### src/rtl/jtframe_ps2_pkg.sv
// Shared types and key codes for the PS/2 keyboard decoder.
// Key codes are 9 bits: {E0-prefix flag, scan code set 2 byte}.
package jtframe_ps2_pkg;

  typedef enum logic [1:0] {
    RX_IDLE   = 2'd0,
    RX_DATA   = 2'd1,
    RX_PARITY = 2'd2,
    RX_STOP   = 2'd3
  } rx_state_t;

  localparam logic [7:0] PS2_EXT = 8'hE0;
  localparam logic [7:0] PS2_BRK = 8'hF0;

  // Player 1
  localparam logic [8:0] KEY_P1_UP    = 9'h175;
  localparam logic [8:0] KEY_P1_DOWN  = 9'h172;
  localparam logic [8:0] KEY_P1_LEFT  = 9'h16B;
  localparam logic [8:0] KEY_P1_RIGHT = 9'h174;
  localparam logic [8:0] KEY_P1_B1    = 9'h014;
  localparam logic [8:0] KEY_P1_B2    = 9'h011;
  localparam logic [8:0] KEY_P1_B3    = 9'h029;
  localparam logic [8:0] KEY_P1_B4    = 9'h012;
  localparam logic [8:0] KEY_P1_B5    = 9'h01A;
  localparam logic [8:0] KEY_P1_B6    = 9'h022;
  // Player 2
  localparam logic [8:0] KEY_P2_UP    = 9'h02D;
  localparam logic [8:0] KEY_P2_DOWN  = 9'h02B;
  localparam logic [8:0] KEY_P2_LEFT  = 9'h023;
  localparam logic [8:0] KEY_P2_RIGHT = 9'h034;
  localparam logic [8:0] KEY_P2_B1    = 9'h01C;
  localparam logic [8:0] KEY_P2_B2    = 9'h01B;
  localparam logic [8:0] KEY_P2_B3    = 9'h015;
  localparam logic [8:0] KEY_P2_B4    = 9'h01D;
  localparam logic [8:0] KEY_P2_B5    = 9'h024;
  localparam logic [8:0] KEY_P2_B6    = 9'h02C;
  // Player 3
  localparam logic [8:0] KEY_P3_UP    = 9'h043;
  localparam logic [8:0] KEY_P3_DOWN  = 9'h042;
  localparam logic [8:0] KEY_P3_LEFT  = 9'h03B;
  localparam logic [8:0] KEY_P3_RIGHT = 9'h04B;
  localparam logic [8:0] KEY_P3_B1    = 9'h044;
  localparam logic [8:0] KEY_P3_B2    = 9'h04C;
  // Start / coin
  localparam logic [8:0] KEY_START1   = 9'h016;
  localparam logic [8:0] KEY_START2   = 9'h01E;
  localparam logic [8:0] KEY_START3   = 9'h026;
  localparam logic [8:0] KEY_START4   = 9'h025;
  localparam logic [8:0] KEY_COIN1    = 9'h02E;
  localparam logic [8:0] KEY_COIN2    = 9'h036;
  localparam logic [8:0] KEY_COIN3    = 9'h03D;
  localparam logic [8:0] KEY_COIN4    = 9'h03E;
  // System keys
  localparam logic [8:0] KEY_SERVICE  = 9'h046;
  localparam logic [8:0] KEY_TEST     = 9'h006;
  localparam logic [8:0] KEY_RESET    = 9'h004;
  localparam logic [8:0] KEY_PAUSE    = 9'h04D;

  // Odd parity holds when data plus parity bit contain an odd number of ones
  function automatic logic odd_parity_ok(input logic [7:0] data, input logic par);
    return ^{data, par};
  endfunction

endpackage

### src/rtl/jtframe_ps2_rx.sv
// PS/2 serial receiver: 2-FF synchronizers, clock debounce filter,
// frame state machine and inactivity timeout. A timeout abort is
// reported through rx_err so the decoder drops any pending prefix.
module jtframe_ps2_rx
  import jtframe_ps2_pkg::*;
#(
  parameter int          FILTER  = 8,
  parameter logic [15:0] TIMEOUT = 16'd50000
) (
  input  logic       rst,
  input  logic       clk,
  input  logic       ps2_clk,
  input  logic       ps2_data,
  output logic [7:0] rx_byte,
  output logic       rx_valid,
  output logic       rx_err
);

  localparam logic [7:0] FILT_LAST = 8'(FILTER - 1);

  logic       clk_meta_r, clk_sync_r, dat_meta_r, dat_sync_r;
  logic       filt_r;
  logic [7:0] flt_cnt_r;
  logic [15:0] tout_r;
  rx_state_t  state_r;
  logic [2:0] bit_cnt_r;
  logic [7:0] shift_r;
  logic       par_r;
  logic       event_s, tout_hit_s;

  // Bring the asynchronous keyboard lines into the clk domain
  always_ff @(posedge clk or posedge rst) begin
    if (rst) begin
      clk_meta_r <= 1'b1; clk_sync_r <= 1'b1;
      dat_meta_r <= 1'b1; dat_sync_r <= 1'b1;
    end else begin
      clk_meta_r <= ps2_clk;  clk_sync_r <= clk_meta_r;
      dat_meta_r <= ps2_data; dat_sync_r <= dat_meta_r;
    end
  end

  // Receive event on the cycle the filtered clock is about to fall; abort when idle too long mid-frame
  always_comb begin
    event_s = 1'b0;
    if ((clk_sync_r != filt_r) && (flt_cnt_r == FILT_LAST)) begin
      event_s = ~clk_sync_r;
    end else begin
      event_s = 1'b0;
    end
    tout_hit_s = (state_r != RX_IDLE) && (tout_r >= TIMEOUT);
  end

  // Filtered clock flips only after FILTER consecutive differing samples
  always_ff @(posedge clk or posedge rst) begin
    if (rst) begin
      filt_r    <= 1'b1;
      flt_cnt_r <= 8'd0;
    end else if (clk_sync_r == filt_r) begin
      flt_cnt_r <= 8'd0;
    end else if (flt_cnt_r == FILT_LAST) begin
      filt_r    <= clk_sync_r;
      flt_cnt_r <= 8'd0;
    end else begin
      flt_cnt_r <= flt_cnt_r + 8'd1;
    end
  end

  // Cycles since the last receive event, saturating at TIMEOUT
  always_ff @(posedge clk or posedge rst) begin
    if (rst) begin
      tout_r <= 16'd0;
    end else if (event_s) begin
      tout_r <= 16'd0;
    end else if (tout_r < TIMEOUT) begin
      tout_r <= tout_r + 16'd1;
    end
  end

  // Frame state machine with registered byte and one-cycle strobes
  always_ff @(posedge clk or posedge rst) begin
    if (rst) begin
      state_r   <= RX_IDLE;
      bit_cnt_r <= 3'd0;
      shift_r   <= 8'd0;
      par_r     <= 1'b0;
      rx_byte   <= 8'd0;
      rx_valid  <= 1'b0;
      rx_err    <= 1'b0;
    end else begin
      rx_valid <= 1'b0;
      rx_err   <= 1'b0;
      if (tout_hit_s) begin
        state_r <= RX_IDLE;
        rx_err  <= 1'b1;
      end else if (event_s) begin
        case (state_r)
          RX_IDLE: begin
            if (!dat_sync_r) begin
              state_r   <= RX_DATA;
              bit_cnt_r <= 3'd0;
            end
          end
          RX_DATA: begin
            shift_r   <= {dat_sync_r, shift_r[7:1]};
            bit_cnt_r <= bit_cnt_r + 3'd1;
            if (bit_cnt_r == 3'd7) state_r <= RX_PARITY;
          end
          RX_PARITY: begin
            par_r   <= dat_sync_r;
            state_r <= RX_STOP;
          end
          RX_STOP: begin
            rx_byte <= shift_r;
            if (odd_parity_ok(shift_r, par_r) && dat_sync_r) rx_valid <= 1'b1;
            else                                             rx_err   <= 1'b1;
            state_r <= RX_IDLE;
          end
          default: state_r <= RX_IDLE;
        endcase
      end
    end
  end

endmodule

### src/rtl/jtframe_ps2keys.sv
// PS/2 keyboard (scan code set 2) to per-player key vectors.
// Define JTFRAME_KEY3P_EN to decode the player 3 key map; otherwise
// key_joy3 is tied to zero and those codes are ignored.
module jtframe_ps2keys
  import jtframe_ps2_pkg::*;
#(
  parameter int          FILTER  = 8,
  parameter logic [15:0] TIMEOUT = 16'd50000
) (
  input  logic       rst,
  input  logic       clk,
  input  logic       ps2_clk,
  input  logic       ps2_data,
  output logic [9:0] key_joy1,
  output logic [9:0] key_joy2,
  output logic [9:0] key_joy3,
  output logic [3:0] key_start,
  output logic [3:0] key_coin,
  output logic       key_service,
  output logic       key_test,
  output logic       key_pause,
  output logic       key_reset
);

  logic [7:0] rx_byte_s;
  logic       rx_valid_s, rx_err_s;
  logic       ext_r, brk_r;
  logic       make_s;

  jtframe_ps2_rx #(.FILTER(FILTER), .TIMEOUT(TIMEOUT)) u_rx (
    .rst      (rst),
    .clk      (clk),
    .ps2_clk  (ps2_clk),
    .ps2_data (ps2_data),
    .rx_byte  (rx_byte_s),
    .rx_valid (rx_valid_s),
    .rx_err   (rx_err_s)
  );

  assign make_s = ~brk_r;

`ifndef JTFRAME_KEY3P_EN
  assign key_joy3 = 10'd0;
`endif

  // Prefix flags and key-state registers; a break clears, a make sets
  always_ff @(posedge clk or posedge rst) begin
    if (rst) begin
      ext_r <= 1'b0; brk_r <= 1'b0;
      key_joy1 <= 10'd0; key_joy2 <= 10'd0;
`ifdef JTFRAME_KEY3P_EN
      key_joy3 <= 10'd0;
`endif
      key_start <= 4'd0; key_coin <= 4'd0;
      key_service <= 1'b0; key_test <= 1'b0;
      key_pause <= 1'b0; key_reset <= 1'b0;
    end else if (rx_err_s) begin
      ext_r <= 1'b0;
      brk_r <= 1'b0;
    end else if (rx_valid_s) begin
      if (rx_byte_s == PS2_EXT) begin
        ext_r <= 1'b1;
      end else if (rx_byte_s == PS2_BRK) begin
        brk_r <= 1'b1;
      end else begin
        ext_r <= 1'b0;
        brk_r <= 1'b0;
        case ({ext_r, rx_byte_s})
          KEY_P1_RIGHT: key_joy1[0] <= make_s;
          KEY_P1_LEFT:  key_joy1[1] <= make_s;
          KEY_P1_DOWN:  key_joy1[2] <= make_s;
          KEY_P1_UP:    key_joy1[3] <= make_s;
          KEY_P1_B1:    key_joy1[4] <= make_s;
          KEY_P1_B2:    key_joy1[5] <= make_s;
          KEY_P1_B3:    key_joy1[6] <= make_s;
          KEY_P1_B4:    key_joy1[7] <= make_s;
          KEY_P1_B5:    key_joy1[8] <= make_s;
          KEY_P1_B6:    key_joy1[9] <= make_s;
          KEY_P2_RIGHT: key_joy2[0] <= make_s;
          KEY_P2_LEFT:  key_joy2[1] <= make_s;
          KEY_P2_DOWN:  key_joy2[2] <= make_s;
          KEY_P2_UP:    key_joy2[3] <= make_s;
          KEY_P2_B1:    key_joy2[4] <= make_s;
          KEY_P2_B2:    key_joy2[5] <= make_s;
          KEY_P2_B3:    key_joy2[6] <= make_s;
          KEY_P2_B4:    key_joy2[7] <= make_s;
          KEY_P2_B5:    key_joy2[8] <= make_s;
          KEY_P2_B6:    key_joy2[9] <= make_s;
`ifdef JTFRAME_KEY3P_EN
          KEY_P3_RIGHT: key_joy3[0] <= make_s;
          KEY_P3_LEFT:  key_joy3[1] <= make_s;
          KEY_P3_DOWN:  key_joy3[2] <= make_s;
          KEY_P3_UP:    key_joy3[3] <= make_s;
          KEY_P3_B1:    key_joy3[4] <= make_s;
          KEY_P3_B2:    key_joy3[5] <= make_s;
`endif
          KEY_START1:   key_start[0] <= make_s;
          KEY_START2:   key_start[1] <= make_s;
          KEY_START3:   key_start[2] <= make_s;
          KEY_START4:   key_start[3] <= make_s;
          KEY_COIN1:    key_coin[0]  <= make_s;
          KEY_COIN2:    key_coin[1]  <= make_s;
          KEY_COIN3:    key_coin[2]  <= make_s;
          KEY_COIN4:    key_coin[3]  <= make_s;
          KEY_SERVICE:  key_service  <= make_s;
          KEY_TEST:     key_test     <= make_s;
          KEY_RESET:    key_reset    <= make_s;
          KEY_PAUSE:    key_pause    <= make_s;
          default: begin
          end
        endcase
      end
    end
  end

endmodule

### config.mk
export PLATFORM = sky130hd
export DESIGN_NAME = jtframe_ps2keys
export DESIGN_NICKNAME = d
export VERILOG_FILES = /design/src/rtl/jtframe_ps2_pkg.sv /design/src/rtl/jtframe_ps2_rx.sv /design/src/rtl/jtframe_ps2keys.sv
export SDC_FILE = /design/constraint.sdc
export NUM_CORES = 1
export LEC_CHECK = 0
export ABC_AREA = 1
export BUFFER_PORTS_ARGS = -buffer_cell sky130_fd_sc_hd__buf_2
export CORE_MARGIN = 2
export CORE_UTILIZATION = 35
export DETAILED_ROUTE_END_ITERATION = 10
export PLACE_DENSITY_LB_ADDON = 0.2
export SYNTH_ARGS = -nofsm -noshare
export SYNTH_HDL_FRONTEND = slang
export SYNTH_HIERARCHICAL = 1
export SYNTH_SLANG_ARGS = --single-unit
### constraint.sdc
create_clock -name clk -period 1.5 [get_ports clk]
set_input_delay 0.075 -clock clk [delete_from_list [all_inputs] [get_ports clk]]
set_output_delay 0.075 -clock clk [all_outputs]
set_load 0.05 [all_outputs]
==> key figures <==
Yosys
  – Yosys warns: 6
  – Gate Count Post-Synth: 664
  – Sequential fraction of the synthesis area: a little over two fifths
  – Post-synth cell types: 36
  – Cell area after synthesis: between 4000 and 5000 um^2
  – Post-Synthesis Mean Instance Area: about 7.5 um^2
  – Number of storage elements in the synthesis netlist: slightly below 90

Floorplan
  – Area of the die: 15200 um^2
  – Floorplan core area: about 14000 um^2
  – Width of the die: 123 um
  – Vertical extent of the die: 123 um
  – Initial core utilization: a little over a third
  – Row count: 43
  – Number of placed I/O pins: 46

Cells and area
  – Antenna diode instance count: 0
  – Cell area after layout: ~6300 um^2
  – Highest-count cells in the layout ignoring fill and taps: sky130_fd_sc_hd__nand2_1, sky130_fd_sc_hd__dfrtp_1, sky130_fd_sc_hd__nor2_1, sky130_fd_sc_hd__inv_1, sky130_fd_sc_hd__buf_4
  – Area grow syn2layout: 26.7%
  – Ratio of cells with drive above 1 in the final layout: 26.3%
  – Most common cell after layout, fill and taps aside: sky130_fd_sc_hd__nand2_1
  – Final net count: 771
  – Number of fill cells: between 1k and 1.5k

Route
  – Length of routed met3 wiring: between 300 and 400 um
  – Length of the first detailed-routing pass in iterations: 4
  – WL/cell: 12.7 um
  – Final wirelength: between 10 and 15 mm
  – Number of vias after detailed routing: between 4k and 5k
  – DRT met1 WL: ~5.6 mm
  – Antenna-violating nets left: 0
  – Routed met2 length: between 5 and 6 mm
  – Violation count after the first detailed-route iteration: between 200 and 300
  – DR vias/cell: 4.79
  – DRC violations left: 0
  – Uppermost signal routing layer after detailed routing: met4

CTS
  – # clock sinks: 87
  – Clock root buffer: sky130_fd_sc_hd__clkbuf_16
  – Longest Clk Path Bufs: 2
  – TritonCTS clock tree: yes
  – Worst skew pair latency: 0.35 ns
  – Post-CTS clock slew at the launch and capture registers of the worst setup and hold paths: around 0.070 ns
  – H-Tree Level Count: 3
  – Number of buffers created by CTS: 9

Setup path
  – Startpoint of the worst setup timing path: u_rx/flt_cnt_r[0]
  – CP Data Required Time: around 1.7 ns
  – Biggest fanout along the worst timing path: 5
  – CP startpoint kind: flop
  – Type of the worst setup path: flop to flop
  – Beginning of the worst register-to-register path: u_rx/flt_cnt_r[0]
  – Sort of element at the end of the critical path: flop
  – Depth of the worst register-to-register path: 9
  – Data arrival, critical path: approximately 1.7 ns

Timing
  – Final WS setup: 0.0415 ns
  – Unrepaired setup endpoints after global routing: yes
  – Total negative setup slack: 0 ns
  – Max Clk Rate: approximately 0.69 GHz
  – Minimum period implied by the final worst setup slack: approximately 1.5 ns
  – Setup-violating endpoint count in the final report: 0
  – Final count of pins violating max slew: 0
  – Final count of hold timing violations: 0
  – Maximum clock skew at final layout: 0.00839 ns
  – Ratio of final minimum period to clock period: a little under 100%

Placement
  – Worst setup slack after placement: -0.0278 ns
  – Gp weighted congestion: 0.802
  – Count of input and output buffers: 35
  – Sum of net half-perimeters after detailed placement: between 8 and 9 mm
  – Total placed instance area: around 5700 um^2

Global route
  – Total routing resource utilization after global routing: between 10% and 20%
  – Antenna violations before repair: 0
  – Wire length of the first global-routing pass: 19.6 mm
  – Total congestion overflow: 0
  – Largest net degree at the start of global routing: 45
  – Vias in the first global route: around 4.2k

Status
  – Run status: finished, final reports clean

Flow run
  – Max Cap Viol: 0

Power
  – Cell area power density: 846 nW/um^2
  – Design Power: roughly 0.0053 W
  – Leakage power of the design: 3.12 nW
  – Highest ir drop seen on vdd: a little under 500 uV

Min path
  – Hold WC Path Type: primary input to asynchronous set/reset pin
through the flow:
step / hold slack (ns) / utilization (%) / cells
2_1_floorplan: 0.0795 / - / 673
3_3_place_gp: 0.157 / 40.7 / 912
3_5_place_dp: 0.163 / 40.7 / 912
4_1_cts: 0.336 / 43.1 / 932
5_1_grt: 0.357 / 45.5 / 943
6_report: 0.330 / 45.5 / 943
power by group:
part | switching [W] | leakage (nW) | internal, W
Clock | 0.000940 | 0.129 | 0.00122
Combinational | 0.000373 | 1.81 | 0.000226
Sequential | 0.000111 | 1.18 | 0.00247
what timing repair did:
item,4_1_cts,5_1_grt
resized for setup,3,69
pin swaps,0,8
endpoints found under the setup margin,14,70
cloned,1,3
setup buffers,0,8
hold buffers,3,0
endpoints found under the hold margin,84,0
layout make-up:
type	count	area, um^2	area share, %
multi-input cells	490	2570	40.7
flip-flops and latches	87	2190	34.6
repair buffers	105	797	12.6
clock buffers	14	264	4.18
inverters	65	254	4.02
well taps	180	225	3.57
clock inverters	2	15.0	0.238
critical path: stages, from the launching register on:
cell and delay [ns]:
sky130_fd_sc_hd__dfrtp_1 0.39, sky130_fd_sc_hd__ha_4 0.16, sky130_fd_sc_hd__nand3_4 0.09, sky130_fd_sc_hd__nor2_4 0.15, sky130_fd_sc_hd__nand2_4 0.12, sky130_fd_sc_hd__inv_8 0.11
sky130_fd_sc_hd__buf_6 0.11, sky130_fd_sc_hd__nand3b_4 0.10, sky130_fd_sc_hd__nand2_1 0.06, sky130_fd_sc_hd__o21ai_1 0.06
worst paths after layout:
check | to | slack (ns)
worst max-delay path | u_rx/bit_cnt_r[1] | 0.04
worst max register to register | u_rx/bit_cnt_r[1] | 0.04
max in group asynchronous | key_joy1[8] | 0.77
worst min register to register | u_rx/clk_sync_r | 0.36
worst min-delay path | u_rx/tout_r[8] | 0.33
min in group clk | u_rx/clk_sync_r | 0.36
synth_stat cells (all sizes together):
master / n / area share [%]
xnor2: 3 / 0.53
conb: 1 / 0.075
o21bai: 2 / 0.30
xor2: 3 / 0.53
nand4: 47 / 5.9
nor3b: 1 / 0.15
nor2: 90 / 7.5
or2: 3 / 0.38
buf: 25 / 3.8
a21oi: 6 / 0.60
dfrtp: 82 / 41
nor3: 7 / 0.70
dfstp: 5 / 2.6
o21ai: 39 / 5.0
clkinv: 1 / 0.18
nand3b: 3 / 0.53
ha: 9 / 2.3
nand2: 205 / 16
nand3: 61 / 6.5
clkbuf: 7 / 0.53
inv: 64 / 4.8
layer usage:
metal / track usage [%] / vias up
li1: - / 2316
met1: 21.7 / 2116
met2: 26.2 / 74
met3: 2.54 / 15
met4: 6.82 / 0
met5: 0 / -
flip-flops by register name, summed over array words and instances, names as in the netlist, 2 cells and up:
signal,flops
key_start,4
u_rx/shift_r,8
u_rx/flt_cnt_r,8
u_rx/rx_byte,8
key_joy2,10
u_rx/state_r,2
key_coin,4
key_joy1,10
u_rx/tout_r,16
u_rx/bit_cnt_r,3
cell families after synthesis:
| logic type | after synthesis | share of synthesized area [%] |
|---|---|---|
| fa+ha+maj | 9 | 2.26 |
| compound gates | 47 | 5.95 |
| flops | 87 | 43.8 |
| xor+xnor | 6 | 1.05 |
| simple gates | 417 | 37.5 |
| buf+inv | 97 | 9.34 |
| other cells | 1 | 0.0753 |
Note: power is estimated with default switching activity, not from simulation.
